[config.mk]
export PLATFORM = sky130hd
export DESIGN_NAME = fully_pipelined_adder
export DESIGN_NICKNAME = d
export VERILOG_FILES = /design/src/rtl/fully_pipelined_adder_pkg.sv /design/src/rtl/fpa_bit_stage.sv /design/src/rtl/fully_pipelined_adder.sv
export SDC_FILE = /design/constraint.sdc
export NUM_CORES = 1
export LEC_CHECK = 0
export CORE_MARGIN = 3
export CORE_UTILIZATION = 40
export DETAILED_ROUTE_END_ITERATION = 16
export PLACE_DENSITY = 0.56
export REMOVE_ABC_BUFFERS = 1
export SKIP_LAST_GASP = 1
export SLEW_MARGIN = 20
export SYNTH_ARGS = -nofsm -noshare
export SYNTH_HDL_FRONTEND = slang
export SYNTH_SLANG_ARGS = --single-unit
[constraint.sdc]
create_clock -name clk -period 1.5 [get_ports clk]
set_clock_uncertainty 0.2 [all_clocks]
set_input_delay 0.45 -clock clk [delete_from_list [all_inputs] [get_ports clk]]
set_output_delay 0.45 -clock clk [all_outputs]
set_load 0.01 [all_outputs]
[src/rtl/fully_pipelined_adder_pkg.sv]
// fully_pipelined_adder_pkg
//   Shared definitions for the bit-serial pipelined adder.
//   - DEFAULT_WIDTH : default operand width / pipeline depth
//   - fa_result_t   : {cout, sum} pair produced by one full adder
//   - full_add()    : single-bit full adder used by every pipeline stage
package fully_pipelined_adder_pkg;

  localparam int DEFAULT_WIDTH = 8;

  typedef struct packed {
    logic cout;
    logic sum;
  } fa_result_t;

  function automatic fa_result_t full_add(input logic x, input logic y, input logic ci);
    fa_result_t r;
    r.sum  = x ^ y ^ ci;
    r.cout = (x & y) | (ci & (x ^ y));
    return r;
  endfunction

endpackage

[src/rtl/fpa_bit_stage.sv]
// fpa_bit_stage
//   One stage of the ripple-carry pipeline: a full adder on a single bit
//   position followed by registers for its sum and carry-out.
//   Ports:
//     clk    in   system clock
//     rst_n  in   asynchronous active-low reset, clears sum and cout
//     a_bit  in   operand A bit (already skewed to this stage)
//     b_bit  in   operand B bit (already skewed to this stage)
//     cin    in   carry from the previous stage's register (or carry-in)
//     sum    out  registered sum bit
//     cout   out  registered carry-out
module fpa_bit_stage
  import fully_pipelined_adder_pkg::*;
(
  input  logic clk,
  input  logic rst_n,
  input  logic a_bit,
  input  logic b_bit,
  input  logic cin,
  output logic sum,
  output logic cout
);

  fa_result_t fa;

  always_comb begin
    fa = full_add(a_bit, b_bit, cin);
  end

  always_ff @(posedge clk or negedge rst_n) begin
    if (!rst_n) begin
      sum  <= 1'b0;
      cout <= 1'b0;
    end else begin
      sum  <= fa.sum;
      cout <= fa.cout;
    end
  end

endmodule

[src/rtl/fully_pipelined_adder.sv]
// fully_pipelined_adder
//   Unsigned a + b + c computed one bit per clock stage. A new operand set is
//   accepted every cycle; {carry, s} appears WIDTH rising edges later.
//   Ports:
//     s      out  [WIDTH-1:0] registered sum, (a + b + c) mod 2^WIDTH
//     carry  out  registered carry-out (bit WIDTH of a + b + c)
//     a      in   [WIDTH-1:0] operand A
//     b      in   [WIDTH-1:0] operand B
//     c      in   carry-in
//     clk    in   system clock
//     rst_n  in   asynchronous active-low reset, clears the whole pipeline
module fully_pipelined_adder
  import fully_pipelined_adder_pkg::*;
#(
  parameter int WIDTH = DEFAULT_WIDTH
) (
  output logic [WIDTH-1:0] s,
  output logic             carry,
  input  logic [WIDTH-1:0] a,
  input  logic [WIDTH-1:0] b,
  input  logic             c,
  input  logic             clk,
  input  logic             rst_n
);

  // carry_chain[k] feeds stage k; carry_chain[k+1] is stage k's registered carry
  logic [WIDTH:0]   carry_chain;
  logic [WIDTH-1:0] a_skew;
  logic [WIDTH-1:0] b_skew;
  logic [WIDTH-1:0] sum_stage;

  assign carry_chain[0] = c;
  assign carry          = carry_chain[WIDTH];

  genvar gi;
  for (gi = 0; gi < WIDTH; gi++) begin : g_bit

    // Input skew: bit gi waits gi cycles so it meets the carry from stage gi-1
    // that belongs to the same operand set.
    if (gi == 0) begin : g_no_skew
      assign a_skew[gi] = a[gi];
      assign b_skew[gi] = b[gi];
    end else begin : g_skew
      logic [gi-1:0] a_skew_reg;
      logic [gi-1:0] b_skew_reg;

      always_ff @(posedge clk or negedge rst_n) begin
        if (!rst_n) begin
          a_skew_reg <= '0;
          b_skew_reg <= '0;
        end else begin
          a_skew_reg[0] <= a[gi];
          b_skew_reg[0] <= b[gi];
          for (int j = 1; j < gi; j++) begin
            a_skew_reg[j] <= a_skew_reg[j-1];
            b_skew_reg[j] <= b_skew_reg[j-1];
          end
        end
      end

      assign a_skew[gi] = a_skew_reg[gi-1];
      assign b_skew[gi] = b_skew_reg[gi-1];
    end

    fpa_bit_stage u_stage (
      .clk   (clk),
      .rst_n (rst_n),
      .a_bit (a_skew[gi]),
      .b_bit (b_skew[gi]),
      .cin   (carry_chain[gi]),
      .sum   (sum_stage[gi]),
      .cout  (carry_chain[gi+1])
    );

    // Output deskew: early sum bits wait for the top stage so the whole
    // result leaves the pipeline on the same edge as carry.
    if (gi == WIDTH - 1) begin : g_no_deskew
      assign s[gi] = sum_stage[gi];
    end else begin : g_deskew
      localparam int DEPTH = WIDTH - 1 - gi;
      logic [DEPTH-1:0] sum_deskew_reg;

      always_ff @(posedge clk or negedge rst_n) begin
        if (!rst_n) begin
          sum_deskew_reg <= '0;
        end else begin
          sum_deskew_reg[0] <= sum_stage[gi];
          for (int j = 1; j < DEPTH; j++) begin
            sum_deskew_reg[j] <= sum_deskew_reg[j-1];
          end
        end
      end

      assign s[gi] = sum_deskew_reg[DEPTH-1];
    end

  end

endmodule

---- After elaboration in Yosys (flattened, before gate mapping) ----
Index checks and enable logic that the tools add are counted.
word-level totals
  word-level logic and storage cells ...... 77
  bits of input ports ..................... 19
  output and inout port bits .............. 9
  bits in registers ....................... 100
operators by class
  bitwise operators ....................... 40
operators by type and width
  cell         count
  $and 1x1->1  16
  $xor 1x1->1  16
  $or 1x1->1   8

---- Depth between registers and ports, before layout ----
  depth in word-level cells ............... 3
  depth in mapped cells ................... 1
  depth with buffers taken out ............ 1

---- By module ----
Synthesis repeated with hierarchy kept, for this count alone.
unflattened totals
  cells, all modules ...................... 116
  area, all modules ....................... 2,722.6 um^2
by module, submodules not included
  module                 cells an instance  times used  area an instance (um^2)  sequential area each (um^2)
  fully_pipelined_adder  92                 1           2,162.1                  2,102.0
  fpa_bit_stage          3                  8           70.1                     50.0

---- Least setup slack after synthesis ----
Ideal clock, no wire load.
  kind .................................... input -> register
  from .................................... input a[0]
  to ...................................... register g_bit[0].u_stage.sum
  setup time .............................. 0.136 ns
  data required time ...................... 1.164 ns
  setup slack ............................. 0.269 ns
  path buffers ............................ 0
  stages .................................. 1
  data arrival time ....................... 0.895 ns
  cell sequence ........................... fa_1
on the way
  longest elaborated chain between the ends .. 2
RTL lines
  element                    RTL line                         source
  from (decl)                fully_pipelined_adder.sv:19      input logic [WIDTH-1:0] a,
  $xor 1x1->1 (2 in series)  fully_pipelined_adder_pkg.sv:17  r.sum = x ^ y ^ ci;
  to (signal assigned)       fpa_bit_stage.sv:35              sum <= fa.sum;
  to (decl)                  fpa_bit_stage.sv:20              output logic sum,
No other way between the ends.

---- Final worst setup path ----
  from .................................... register g_bit[4].g_deskew.sum_deskew_reg[2]
  to ...................................... output s[4]
RTL lines
  element                            RTL line                     source
  from (decl)                        fully_pipelined_adder.sv:81  logic [DEPTH-1:0] sum_deskew_reg;
  from (signal, indexed assignment)  fully_pipelined_adder.sv:89  sum_deskew_reg[j] <= sum_deskew_reg[j-1];
  to (decl)                          fully_pipelined_adder.sv:17  output logic [WIDTH-1:0] s,
No word-level cell between the ends.

==> metrics <==
starting density of the core 42.15%; clock buffer count from CTS 9; RSZ-0062 raised after global routing yes; Final setup viols 0; Critical Path AT 0.83 ns; required time of the critical path 0.85 ns; post-synthesis register bit count 100; Worst setup EP type output pin; CP max stage delay 0.37 ns; Synth Warn # 0; GRT Overall Usage 8.300%; Worst-Skew Late Latency 0.33 ns; power per cell area 1500 nW/µm²; Worst Max-Slew Pin Slew 0.3328 ns; gr ovfl total 0; WL/cell 10.95 µm; Worst Hold Class reg -> reg; clk slew on worst S/H paths 0.08 ns; Synth Instances 116; crit-path max FO 1; Async SR Flop Fraction 100.0%; Slew Viols, Final 0; DIE HEIGHT 88.50 µm; gpl congestion 0.6002; Seq/Total Area, Yosys 91.91%; Max Fclk 674.2 MHz; Slew headroom 77.81%; core area 6459 µm²; first-pass GRT wire length 4636 µm; final instance area 3256 µm²; CTS Root Cell clkbuf_8; Final Cycle Share 98.88%; CTS tree built; layout cells sized above 1 16.67%; Startpoint Class flip-flop; vias in the first global route 1,099; Leakage 1.465 nW; Placed Area 3082 µm²; syn avg cell area 23.47 µm²; Horiz. Die Dim 88.50 µm; status finished, final reports clean; htree depth 3; Slowest cell on crit path dfrtp_1; Core Util, Final 50.41%; most area-consuming cells after synthesis dfrtp_1, fa_1, buf_4; DIE AREA 7832 µm²; Setup CP Type reg -> out; antenna viol nets, final 0; post-synth top area share 91.91%; maximum root-to-sink buffer count 2; Starting DRT DRC Count 19; drt total wl 2552 µm; Post-synth EDFFs 0; Max VDD drop 654.3 µV; area delta synth->final 19.58%; largest net degree at the start of global routing 35; IO Port Bufs 27; Max Cap Viol 0; DRC violations left 0; final hold vios 0; Final #Nets 178; drt pass-1 iters 2; mapped cell area 2723 µm²; Primary FF master, synth dfrtp_1; Ports 28; Top delay family on crit path flip-flops; worst path cell trace buf_2; vias per cell 4.137; post-synth cell types 3; synth cell count leaders dfrtp_1, buf_4, fa_1; post-layout minimum cycle time 1.483 ns; Antenna Cells 0; post-synth top area cell dfrtp_1; Via Count 964; Post-CTS Setup Inserts 0; Detail Placement HPWL 1589 µm; most numerous cell in the Yosys netlist dfrtp_1; clk sink count 100; initial antenna violation count 0; WP buf/inv 1; row count 29
-- where the power goes --
group / switching [mW] / internal (mW)
logic: 0.109 / 0.112
registers: 0.0732 / 2.96
clock network: 0.759 / 0.867
-- repair_timing --
| item | in CTS | in global routing |
|---|---|---|
| setup endpoints to repair | 9 | 9 |
| hold buffers | 1 | 0 |
| resized for setup | 36 | 2 |
| endpoints found under the hold margin | 21 | 0 |
| pin swaps | 0 | 0 |
-- kinds of logic after synthesis --
kind of cell               after synthesis  synth area share, %
buffers and inverters                    8                2.206
DFF                                    100                91.91
adders and majority gates                8                5.882
-- layout make-up --
type                    count  area [µm²]
clock inverters             1       30.03
flip-flops and latches    100        2502
multi-input cells           8       160.2
fillers                   540        3203
well taps                  77       96.34
clock buffers              15       166.4
repair buffers             32       300.3
-- worst paths after layout --
path	startpoint	cells past startpoint	endpoint	slack, ns
min in group asynchronous	rst_n	2	g_bit[7].u_stage.sum	0.36
setup / recovery	g_bit[4].g_deskew.sum_deskew_reg[2]	1	s[4]	0.02
setup reg to reg	g_bit[5].u_stage.cout	1	g_bit[6].u_stage.sum	0.32
hold / removal	g_bit[2].g_deskew.sum_deskew_reg[0]	0	g_bit[2].g_deskew.sum_deskew_reg[1]	0.15
max in group asynchronous	rst_n	3	g_bit[2].u_stage.sum	0.27
hold reg to reg	g_bit[2].g_deskew.sum_deskew_reg[0]	0	g_bit[2].g_deskew.sum_deskew_reg[1]	0.15
-- cells in the final DEF, fill, tap and decap left out --
cell type and instances:
buf_12 2, buf_2 7, buf_4 3, buf_6 2
bufinv_16 1, clkbuf_1 4, clkbuf_8 11, clkdlybuf4s50_1 17
dfrtp_1 100, dlygate4sd3_1 1, fa_1 8
-- per-stage QoR --
step                setup WS, ns  std cells  power [mW]  hold WS (ns)  TNS (ns)
floorplan                 0.2694        108       3.126      -0.04559         0
global placement         -0.1814        216       3.339        0.1314   -0.3034
detailed placement       -0.2158        216       3.364        0.1347   -0.3510
CTS                     -0.02181        233       4.974        0.1521  -0.05755
global route            -0.03390        233       5.153        0.1552   -0.2181
finish                   0.01684        233       4.883        0.1484         0
-- routing by layer --
layer,vias up,track usage [%],wire [µm]
met5,-,0,0
met4,0,7.005,75
met3,9,3.166,190
met2,33,12.58,1257
met1,508,9.225,1029
li1,414,-,-
Power figures use the tool's default switching activity.
